## src/rtl/mips_ctrl_pkg.sv

```systemverilog
// rtl/mips_ctrl_pkg.sv - shared opcode, state and datapath-select encodings for the MIPS multicycle control
// Purpose: constants used by both the control unit and the datapath muxes so that
//          select encodings cannot drift between the two sides.
// Ports:   none (package)
`timescale 1ns/1ps
package mips_ctrl_pkg;

  // IR[31:26] opcodes understood by the control unit
  localparam logic [5:0] OP_RTYPE = 6'h00;
  localparam logic [5:0] OP_LW    = 6'h23;
  localparam logic [5:0] OP_SW    = 6'h2B;
  localparam logic [5:0] OP_ADDI  = 6'h08;
  localparam logic [5:0] OP_BEQ   = 6'h04;
  localparam logic [5:0] OP_J     = 6'h02;

  // 4-bit state encoding; codes 14 and 15 are unused and recover to FETCH
  typedef enum logic [3:0] {
    S_RESET     = 4'd0,
    S_FETCH     = 4'd1,
    S_DECODE    = 4'd2,
    S_MEM_ADDR  = 4'd3,
    S_MEM_READ  = 4'd4,
    S_MEM_WRITE = 4'd5,
    S_MEM_WB    = 4'd6,
    S_R_EXEC    = 4'd7,
    S_R_WB      = 4'd8,
    S_ADDI_EXEC = 4'd9,
    S_ADDI_WB   = 4'd10,
    S_BRANCH    = 4'd11,
    S_JUMP      = 4'd12,
    S_ILLEGAL   = 4'd13
  } state_t;

  // ALU operand-B mux select
  localparam logic [1:0] ALU_SRC_B_REG  = 2'd0;
  localparam logic [1:0] ALU_SRC_B_FOUR = 2'd1;
  localparam logic [1:0] ALU_SRC_B_IMM  = 2'd2;
  localparam logic [1:0] ALU_SRC_B_BOFF = 2'd3;

  // PC source mux select
  localparam logic [1:0] PC_SRC_ALU    = 2'd0;
  localparam logic [1:0] PC_SRC_ALUOUT = 2'd1;
  localparam logic [1:0] PC_SRC_JUMP   = 2'd2;

  // ALU control
  localparam logic [1:0] ALU_OP_ADD   = 2'd0;
  localparam logic [1:0] ALU_OP_SUB   = 2'd1;
  localparam logic [1:0] ALU_OP_FUNCT = 2'd2;

  // States that hold a memory strobe for MEM_LATENCY cycles
  function automatic logic is_wait_state(input state_t s);
    return (s == S_FETCH) || (s == S_MEM_READ) || (s == S_MEM_WRITE);
  endfunction

endpackage

```

## src/rtl/mem_wait_counter.sv

```systemverilog
// rtl/mem_wait_counter.sv - memory-access wait sequencer for the multicycle control unit
// Purpose: counts cycles spent in a memory wait state and flags the last one.
// Ports:   clk   - system clock, rising edge
//          reset - asynchronous, active-high
//          start - high while the control FSM sits in a wait state
//          done  - high in the final cycle of the access (count == MEM_LATENCY-1)
`timescale 1ns/1ps
module mem_wait_counter #(
  parameter int MEM_LATENCY = 1
) (
  input  logic clk,
  input  logic reset,
  input  logic start,
  output logic done
);

  localparam logic [3:0] LAST = 4'(MEM_LATENCY - 1);

  logic [3:0] wait_cnt;

  assign done = start && (wait_cnt == LAST);

  // Count is zero outside wait states and is cleared on the last cycle, so
  // back-to-back wait states (MEM_WRITE -> FETCH) each start from zero.
  always_ff @(posedge clk or posedge reset) begin
    if (reset) begin
      wait_cnt <= 4'd0;
    end else if (start && !done) begin
      wait_cnt <= wait_cnt + 4'd1;
    end else begin
      wait_cnt <= 4'd0;
    end
  end

endmodule

```

## src/rtl/multicycle_control_fsm.sv

```systemverilog
// rtl/multicycle_control_fsm.sv - Moore control unit sequencing FETCH/DECODE/EXEC/MEM/WB for the multicycle MIPS datapath
// Purpose: decodes the IR opcode in DECODE and drives every datapath select and strobe.
// Ports:   clk, reset (async, active-high), opcode[5:0] (IR[31:26], used in DECODE only)
//          pc_write, pc_write_cond, iord, mem_read, mem_write, ir_write, mem_to_reg,
//          reg_dst, reg_write, alu_src_a, alu_src_b[1:0], alu_op[1:0], pc_source[1:0],
//          illegal_op (held while in the absorbing ILLEGAL state)
`timescale 1ns/1ps
module multicycle_control_fsm
  import mips_ctrl_pkg::*;
#(
  parameter int MEM_LATENCY = 1
) (
  input  logic       clk,
  input  logic       reset,
  input  logic [5:0] opcode,
  output logic       pc_write,
  output logic       pc_write_cond,
  output logic       iord,
  output logic       mem_read,
  output logic       mem_write,
  output logic       ir_write,
  output logic       mem_to_reg,
  output logic       reg_dst,
  output logic       reg_write,
  output logic       alu_src_a,
  output logic [1:0] alu_src_b,
  output logic [1:0] alu_op,
  output logic [1:0] pc_source,
  output logic       illegal_op
);

  state_t state;
  state_t next_state;
  logic   store_op;   // lw/sw choice captured in DECODE
  logic   wait_done;

  mem_wait_counter #(
    .MEM_LATENCY(MEM_LATENCY)
  ) u_wait (
    .clk  (clk),
    .reset(reset),
    .start(is_wait_state(state)),
    .done (wait_done)
  );

  always_ff @(posedge clk or posedge reset) begin
    if (reset) begin
      state    <= S_RESET;
      store_op <= 1'b0;
    end else begin
      state <= next_state;
      if (state == S_DECODE) begin
        store_op <= (opcode == OP_SW);
      end
    end
  end

  always_comb begin
    next_state = S_FETCH;
    case (state)
      S_RESET:     next_state = S_FETCH;
      S_FETCH:     next_state = wait_done ? S_DECODE : S_FETCH;
      S_DECODE: begin
        case (opcode)
          OP_RTYPE: next_state = S_R_EXEC;
          OP_LW,
          OP_SW:    next_state = S_MEM_ADDR;
          OP_ADDI:  next_state = S_ADDI_EXEC;
          OP_BEQ:   next_state = S_BRANCH;
          OP_J:     next_state = S_JUMP;
          default:  next_state = S_ILLEGAL;
        endcase
      end
      S_MEM_ADDR:  next_state = store_op ? S_MEM_WRITE : S_MEM_READ;
      S_MEM_READ:  next_state = wait_done ? S_MEM_WB : S_MEM_READ;
      S_MEM_WRITE: next_state = wait_done ? S_FETCH : S_MEM_WRITE;
      S_MEM_WB:    next_state = S_FETCH;
      S_R_EXEC:    next_state = S_R_WB;
      S_R_WB:      next_state = S_FETCH;
      S_ADDI_EXEC: next_state = S_ADDI_WB;
      S_ADDI_WB:   next_state = S_FETCH;
      S_BRANCH:    next_state = S_FETCH;
      S_JUMP:      next_state = S_FETCH;
      S_ILLEGAL:   next_state = S_ILLEGAL;
      default:     next_state = S_FETCH;   // unused encodings recover
    endcase
  end

  // Output decode from state and wait counter only; async reset therefore
  // drops every strobe in the same cycle.
  always_comb begin
    pc_write      = 1'b0;
    pc_write_cond = 1'b0;
    iord          = 1'b0;
    mem_read      = 1'b0;
    mem_write     = 1'b0;
    ir_write      = 1'b0;
    mem_to_reg    = 1'b0;
    reg_dst       = 1'b0;
    reg_write     = 1'b0;
    alu_src_a     = 1'b0;
    alu_src_b     = ALU_SRC_B_REG;
    alu_op        = ALU_OP_ADD;
    pc_source     = PC_SRC_ALU;
    illegal_op    = 1'b0;
    case (state)
      S_FETCH: begin
        mem_read  = 1'b1;
        alu_src_b = ALU_SRC_B_FOUR;
        ir_write  = wait_done;
        pc_write  = wait_done;
      end
      S_DECODE: begin
        alu_src_b = ALU_SRC_B_BOFF;
      end
      S_MEM_ADDR, S_ADDI_EXEC: begin
        alu_src_a = 1'b1;
        alu_src_b = ALU_SRC_B_IMM;
      end
      S_MEM_READ: begin
        iord     = 1'b1;
        mem_read = 1'b1;
      end
      S_MEM_WRITE: begin
        iord      = 1'b1;
        mem_write = 1'b1;
      end
      S_MEM_WB: begin
        reg_write  = 1'b1;
        mem_to_reg = 1'b1;
      end
      S_R_EXEC: begin
        alu_src_a = 1'b1;
        alu_op    = ALU_OP_FUNCT;
      end
      S_R_WB: begin
        reg_write = 1'b1;
        reg_dst   = 1'b1;
      end
      S_ADDI_WB: begin
        reg_write = 1'b1;
      end
      S_BRANCH: begin
        alu_src_a     = 1'b1;
        alu_op        = ALU_OP_SUB;
        pc_write_cond = 1'b1;
        pc_source     = PC_SRC_ALUOUT;
      end
      S_JUMP: begin
        pc_write  = 1'b1;
        pc_source = PC_SRC_JUMP;
      end
      S_ILLEGAL: begin
        illegal_op = 1'b1;
      end
      default: ;
    endcase
  end

endmodule

```

## config.mk

```make
export PLATFORM = sky130hd
export DESIGN_NAME = multicycle_control_fsm
export DESIGN_NICKNAME = d
export VERILOG_FILES = /design/src/rtl/mips_ctrl_pkg.sv /design/src/rtl/mem_wait_counter.sv /design/src/rtl/multicycle_control_fsm.sv
export SDC_FILE = /design/constraint.sdc
export NUM_CORES = 1
export LEC_CHECK = 0
export BUFFER_PORTS_ARGS = -buffer_cell sky130_fd_sc_hd__buf_2
export CORE_AREA = 2 2 45 47
export CTS_CLUSTER_SIZE = 30
export DETAILED_ROUTE_END_ITERATION = 8
export DIE_AREA = 0 0 47 49
export PLACE_DENSITY_LB_ADDON = 0.05
export SLEW_MARGIN = 20
export SYNTH_ARGS = -nofsm -noshare
export SYNTH_HDL_FRONTEND = slang
export SYNTH_SLANG_ARGS = --single-unit
```

## constraint.sdc

```tcl
create_clock -name clk -period 1.7 [get_ports clk]
set_clock_uncertainty 0.2 [all_clocks]
set_input_delay 0.255 -clock clk [delete_from_list [all_inputs] [get_ports clk]]
set_output_delay 0.255 -clock clk [all_outputs]
set_load 0.01 [all_outputs]
```

# Yosys cells after proc, flatten, opt, wreduce, memory -nomap -nowiden
# Index checks and enable logic that the tools add are counted.
[word_totals]
regBits = 9
input_bits = 8
out_inout_bits = 17
wordCells = 56
[op_classes]
n_addsub = 1
n_eq_ne = 18
n_mux = 21
n_reduce_logical = 13
[ops]
columns = ["cell", "count"]
rows = [
  ["case mux 4 bit (8 select lines)", 1],
  ["== test 4 bit, second input constant", 6],
  ["case mux 4 bit (5 select lines)", 1],
  ["== test 4 x 3 -> 1 bit, second input constant", 4],
  ["== test 6 bit, second input constant", 2],
  ["2-to-1 mux 1 bit", 11],
  ["== test 4 x 2 -> 1 bit, second input constant", 2],
  ["case mux 2 bit (2 select lines)", 2],
  ["OR reduction 2 bit", 4],
  ["== test 6 x 2 -> 1 bit, second input constant", 1],
  ["== test 6 x 3 -> 1 bit, second input constant", 1],
  ["== test 6 x 4 -> 1 bit, second input constant", 1],
  ["zero test 6 bit", 1],
  ["case mux 2 bit (3 select lines)", 1],
  ["adder 4 x 1 -> 4 bit, second input constant", 1],
  ["== test 4 x 1 -> 1 bit, second input constant", 1],
  ["zero test 4 bit", 1],
  ["2-to-1 mux 2 bit", 2],
  ["2-to-1 mux 4 bit", 1],
  ["OR reduction 4 bit", 1],
  ["2-to-1 mux 3 bit", 1],
  ["OR reduction 3 bit", 1],
  ["logical AND 1 bit", 2],
  ["logical OR 1 bit", 2],
  ["2 further kinds", 2],
]

# Logic depth before layout (Yosys ltp)
# Gate-level depths: netlist (run 1).
[depth]
word_depth = 7
ltp_mapped = 6
mapped_depth_nobuf = 5

# Cells and area by module
# From an unflattened synthesis (run 1), not the netlist that was laid out.
[hier_totals]
hier_cells = 103
area_unflattened_um2 = 763.2
[by_module_without_submodules]
columns = ["module", "n_inst", "cells_per_inst", "area_each_um2", "seq_area_each_um2"]
rows = [
  ["multicycle_control_fsm", 1, 82, 558.0, 125.1],
  ["mem_wait_counter", 1, 21, 205.2, 100.1],
]

# Worst setup path after synthesis (run 1)
# Ideal clock, no wire load.
[synth_timing]
path_kind = "flip-flop to output port"
from = "register u_wait.wait_cnt[0]"
to = "output ir_write"
arrival_ns = 1.392
required_ns = 1.245
slack_ns = -0.147
path_stages_with_launch = 6
path_buffers = 1
cell_sequence = "dfrtp_1 -> inv_1 -> ha_1 -> or3b_1 -> clkbuf_1 -> nor4_1"
[synth_between]
elab_chain_len = 3
[synth_rtl]
columns = ["item", "line_no", "rtl"]
rows = [
  ["from (decl)", "mem_wait_counter.sv:19", "logic [3:0] wait_cnt;"],
  ["from (signal assigned)", "mem_wait_counter.sv:29", "wait_cnt <= wait_cnt + 4'd1;"],
  ["zero test 4 bit", "mem_wait_counter.sv:21", "assign done = start && (wait_cnt == LAST);"],
  ["logical AND 1 bit", "mem_wait_counter.sv:21", ""],
  ["2-to-1 mux 1 bit", "multicycle_control_fsm.sv:106", "case (state)"],
  ["to (decl)", "multicycle_control_fsm.sv:21", "output logic ir_write,"],
]
# Every way passes these cells.

# Worst setup path after layout (run 1)
[layout_timing]
from = "register u_wait.wait_cnt[1]"
to = "output pc_write"
[layout_between]
elab_chain_len = 3
[layout_rtl]
columns = ["item", "line_no", "rtl"]
rows = [
  ["zero test 4 bit", "mem_wait_counter.sv:21", ""],
  ["logical AND 1 bit", "mem_wait_counter.sv:21", ""],
  ["case mux 1 bit (2 select lines)", "multicycle_control_fsm.sv:106", ""],
  ["to (decl)", "multicycle_control_fsm.sv:16", "output logic pc_write,"],
]
# Every way passes these cells.

==> impl_metrics.yaml, run 1 <==
layout:
  antenna_cells: 0
  multiInputGateArea_um2: 578
  drive_gt1_frac: 0.586
  fin_nets: 151
  regArea_um2: 228
  fin_cells: 167
  n_fill_cell: 160
  area_growth_pct: 76.5
worst_setup_path:
  critPathKind: "flop to output port"
  cp-start-kind: "flop"
  rr_worst_depth: 7
  crit_fanout: 2
  critPathRequiredTime_ns: 1.24
  worstPathArrival_ns: 1.66
  critical_path.startpoint: "u_wait.wait_cnt[1]"
  timing.rr.start: "u_wait.wait_cnt[1]"
  cp-end-kind: "output port"
pwr:
  p_leak_nw: 0.594
  max-vdd-ir-drop_v: 0.000796
  p_per_area_mw_per_mm2: 1510
synthesis:
  synth_area_leaders: "dfrtp_1 31%, nor2_1 8.2%, inv_1 3.6%"
  synth_compound_area_frac: 0.176
  synthMuxAreaShare: 0.0137
  syn_inst: 94
  syn_avg_cell_area_um2: 7.80
  yosysTopAreaCell: "dfrtp_1"
  syn-cell-area_um2: 733
  synth_top_family_by_area: "simple AND/OR/NAND/NOR gates"
  yosys_register_bits: 9
  synthAdderAreaFrac: 0.0341
  yosys.area.top_type_share: 0.307
  synth-simple-area-share: 0.324
  yosysSeqAreaShare: 0.307
  yosysWarnings: 0
  synth_fp_nets: 104
  synth_xor_area_frac: 0.0478
  synth_cell_type_count: 36
drt:
  drc: 0
  drt_iter0_drc: 11
  first_pass_iters: 4
  ant_nets: 0
  totalWireLength_um: 2180
  routed_via_density: 5.13
  wl_per_cell_um: 13.1
  vias: 857
clock_network:
  htree_levels: 1
  ctsRootBufferMaster: "clkbuf_4"
  cts-buffers-inserted: 3
  cts_tree: "yes"
  cts_sinks: 9
  clk_pin_slew_ns: 0.06
  clockBufferDepth: 2
  clkLatencyLatePin_ns: 0.26
placement:
  port_buffers: 24
  hpwl_um: 1420
  globalplace.congestion: 0.759
  placedCellCount: 150
  preCtsSetupSlack_ns: -0.119
sta:
  hold_violations: 0
  worst_slack_ns: -0.418
  tightest_slew_ns: 0.340
  period_minus_slack_ns: 2.12
  setup_viol: 16
  finalCritPeriodShare: 1.25
  max_freq_mhz: 472
  rsz0062_at_grt: "true"
  setup_tns_ns: -2.10
  slew-limit-headroom: 0.773
  slew_viol_final: 0
global_route:
  antenna_found_initial: 0
  grt_pass1_wl_um: 3510
  grt_start_max_net_pins: 14
  track_usage: 0.209
  grt_pass1_vias: 774
  overflow: 0
status:
  violations: "negative setup slack"
  outcome: "finished with violations"
run:
  drv_cap: 0
floorplanning:
  row_count: 16
  dieArea_mm2: 0.00230
  start_util: 0.398
  core-area_mm2: 0.00184
  die_x_um: 47
  dieHeight_um: 49
  io_pins: 25
min_path:
  holdCritStartpoint: "opcode[0]"
  whs_path_depth: 4
  hp-class: "input pin to flop"
-- flip-flops by register name, indices dropped and copies added (netlist names) --
name             count
u_wait.wait_cnt      4
store_op             1
state                4
-- cell families after synthesis --
logic type	after synthesis
flops	9
simple gates	45
fa+ha+maj	2
compound gates	18
xor+xnor	4
buf+inv	15
mux	1
-- worst max-delay path, stage by stage, from the launching register on --
cell and delay, ns:
dfrtp_1 0.39, inv_2 0.08, ha_4 0.12, or3b_4 0.40, nor4_4 0.14, o21a_1 0.15, buf_2 0.13
-- cell usage in the layout, fill, tap and decap left out, drive strengths merged, types with 2 or more instances in the layout --
cell type,instances
nand2b,2
ha,2
nand2,7
a21oi,4
o21ai,2
xnor2,3
nand3,3
a211oi,2
nor3b,2
or3b,2
dfrtp,9
nor4,2
nor4b,2
nor3,4
nor2,16
nor2b,2
buf,49
clkbuf,4
inv,7
-- final timing paths --
| kind | endpoint | slack [ns] |
|---|---|---|
| max in group asynchronous | state[0] | 0.74 |
| min | state[0] | 0.19 |
| max | pc_write | -0.42 |
| min reg2reg | store_op | 0.34 |
| min in group asynchronous | u_wait.wait_cnt[0] | 0.29 |
| max reg2reg | state[0] | -0.31 |
-- metal layers --
layer	up-vias	GRT usage	share of wire
met4	0	0.0417	0.0064
li1	425	-	-
met2	25	0.338	0.53
met5	-	0	0
met1	405	0.269	0.42
met3	2	0.0667	0.049
-- cells in the mapped netlist --
master and number:
a211oi_1 2, a21o_1 1, a21oi_1 4, a222oi_1 1
a22o_1 1, a32o_1 1, buf_4 2, buf_6 1
clkbuf_1 5, dfrtp_1 9, ha_1 2, inv_1 7
mux2i_1 1, nand2_1 7, nand2b_1 2, nand3_1 3
nand3b_1 1, nor2_1 16, nor2b_1 2, nor3_1 4
nor3b_1 2, nor4_1 2, nor4b_1 2, o2111ai_1 1
o211ai_1 1, o21a_1 1, o21ai_0 2, o22ai_1 1
o2bb2ai_1 1, o311ai_1 1, or3b_1 1, or3b_2 1
or4_1 1, or4b_4 1, xnor2_1 3, xor2_1 1
-- final cells by class --
class                      instances  area share
inverter                           7      0.0203
multi-input combinational         70       0.447
timing repair buffer              50       0.310
sequential                         9       0.176
clock buffer                       4      0.0203
tap                               27      0.0261
-- repair_timing --
item / in CTS / in global routing
hold endpoints to repair: 9 / 0
hold buffers: 1 / 0
resized for setup: 27 / 19
pin swaps: 7 / 8
setup endpoints to repair: 18 / 23
buffers inserted: 8 / 4
-- stage by stage --
step / util / power (mW) / cell area, um2 / hold WS [ns]
final: 0.702 / 1.95 / 1290 / 0.188
after global routing: 0.702 / 2.10 / 1290 / 0.190
after CTS: 0.642 / 1.78 / 1180 / 0.162
after detailed placement: 0.527 / 1.30 / 971 / 0.0234
after global placement: 0.527 / 1.29 / 971 / 0.0134
after floorplan: - / 0.898 / 741 / -0.117
-- power by group --
group / internal (mW) / switching, mW
clock: 0.0901 / 0.0697
combinational: 0.765 / 0.683
sequential: 0.264 / 0.0803
Power figures use the tool's default switching activity.
==> inputs of run 2 (changes only) <==
--- a/config.mk
+++ b/config.mk
@@ -5,12 +5,14 @@
 export SDC_FILE = /design/constraint.sdc
 export NUM_CORES = 1
 export LEC_CHECK = 0
+export ABC_CLOCK_PERIOD_IN_PS = 1700
 export BUFFER_PORTS_ARGS = -buffer_cell sky130_fd_sc_hd__buf_2
 export CORE_AREA = 2 2 45 47
 export CTS_CLUSTER_SIZE = 30
 export DETAILED_ROUTE_END_ITERATION = 8
 export DIE_AREA = 0 0 47 49
 export PLACE_DENSITY_LB_ADDON = 0.05
+export SKIP_CTS_REPAIR_TIMING = 1
 export SLEW_MARGIN = 20
 export SYNTH_ARGS = -nofsm -noshare
 export SYNTH_HDL_FRONTEND = slang
==> impl_metrics.yaml, run 2 (synthesized netlist as in run 1, its figures left out) <==
pwr:
  comb_power_share: 0.764
  pwr-share-seq: 0.161
  internal_power_mw: 1.20
  p_leak_nw: 0.627
  p_per_area_mw_per_mm2: 1540
  p_sw_frac: 0.442
  p_switching_uw: 948
  finalPower_mw: 2.14
  clockPowerShare: 0.075
  max-vdd-ir-drop_v: 0.000862
worst_setup_path:
  path_common_cell: "buf_6"
  critPathKind: "flop to flop"
  worstPathArrival_ns: 2.08
  cp_cell_sequence: "inv_1, ha_2, or3b_4, buf_6, buf_4, buf_6, a222oi_1, o2bb2ai_1"
  cpPeakStageDelay_ns: 0.39
  cp-start-kind: "flop"
  cp-end-kind: "flop"
  critPathSlowestCell: "or3b_4"
  crit_fanout: 3
  critPathRequiredTime_ns: 1.62
status:
  outcome: "finished with violations"
  violations: "negative setup slack"
min_path:
  hp-class: "input pin to flop"
drt:
  vias: 894
  wl_per_cell_um: 14.8
  ant_nets: 0
  totalWireLength_um: 2550
  routed_via_density: 5.17
  first_pass_iters: 4
  drc: 0
  drt_iter0_drc: 17
clock_network:
  htree_levels: 1
  clockBufferDepth: 2
  cts_tree: "yes"
  ctsRootBufferMaster: "clkbuf_4"
  cts-buffers-inserted: 3
  cts_sinks: 9
  clk_pin_slew_ns: 0.06
  clkLatencyLatePin_ns: 0.26
global_route:
  antenna_found_initial: 0
  overflow: 0
  track_usage: 0.194
  grt_start_max_net_pins: 18
  grt_pass1_vias: 751
  grt_pass1_wl_um: 3300
sta:
  tightest_slew_ns: 0.341
  worst_slack_ns: -0.464
  hold_violations: 0
  slew-limit-headroom: 0.771
  max_freq_mhz: 462
  setup_viol: 20
  slew_viol_final: 0
  finalCritPeriodShare: 1.27
  rsz0062_at_grt: "true"
  timing.hold.ws_ns: 0.177
  period_minus_slack_ns: 2.16
floorplanning:
  dieHeight_um: 49
  start_util: 0.398
  row_count: 16
  die_x_um: 47
  core-area_mm2: 0.00184
  dieArea_mm2: 0.00230
  io_pins: 25
placement:
  preCtsSetupSlack_ns: -0.119
  placedCellCount: 150
  port_buffers: 24
  globalplace.congestion: 0.759
  hpwl_um: 1420
layout:
  antenna_cells: 0
  n_fill_cell: 142
  area_growth_pct: 89.6
  final_cell_mix: "21 x buf_2, 19 x buf_4, 12 x nor2_1"
  regArea_um2: 229
  fin_cells: 173
  layout_commonest_cell: "buf_2"
  drive_gt1_frac: 0.623
  fin_nets: 157
  multiInputGateArea_um2: 614
  largest_registers: "state x4, u_wait.wait_cnt x4, store_op x1"
run:
  drv_cap: 0
run 2: critical path: cells and delay by family (launching register included):
| kind | cells | cell delay [ns] |
|---|---|---|
| adder cells (fa/ha/maj) | 1 | 0.16 |
| AO/OA/AOI/OAI | 2 | 0.44 |
| AND/OR/NAND/NOR | 1 | 0.39 |
| buffers and inverters | 4 | 0.44 |
| flip-flops | 1 | 0.38 |
run 2: through the flow:
stage	cell area, um2	utilization	TNS, ns
after floorplan	741	-	-0.144
after global placement	971	0.527	-0.247
after detailed placement	971	0.527	-0.383
after CTS	997	0.541	-2.19
after global routing	1390	0.755	-4.91
final	1390	0.755	-3.09
run 2: path summary, 6_finish.rpt:
path                                 endpoint  slack, ns                from  cells after the start
max                                  state[0]      -0.46  u_wait.wait_cnt[0]                      8
min in group asynchronous  u_wait.wait_cnt[0]       0.28               reset                      3
min reg2reg                          store_op       0.32            store_op                      1
min                                  state[0]       0.18           opcode[0]                      4
max in group asynchronous            state[0]       0.74               reset                      3
max reg2reg                          state[0]      -0.46  u_wait.wait_cnt[0]                      8
run 2: final cells by class:
cell class                      count  area share
Multi-Input combinational cell     70       0.442
Sequential cell                     9       0.165
Tap cell                           27      0.0243
Clock buffer                        4      0.0189
Timing Repair Buffer               56       0.331
Inverter                            7      0.0189
run 2: layer usage:
layer / wire length [um] / vias to the layer above / track usage
met2: 1410 / 25 / 0.315
met4: 53 / 0 / 0.0417
met3: 97 / 6 / 0.0667
li1: - / 432 / -
met5: 0 / - / 0
met1: 991 / 431 / 0.242
run 2: power by group through the flow:
stage,Clock (mW),Sequential [mW],Combinational [mW]
global placement,0,0.336,0.956
detailed placement,0,0.338,0.963
finish,0.161,0.346,1.64
floorplan,0,0.301,0.597
global route,0.185,0.352,1.74
CTS,0.167,0.337,0.965
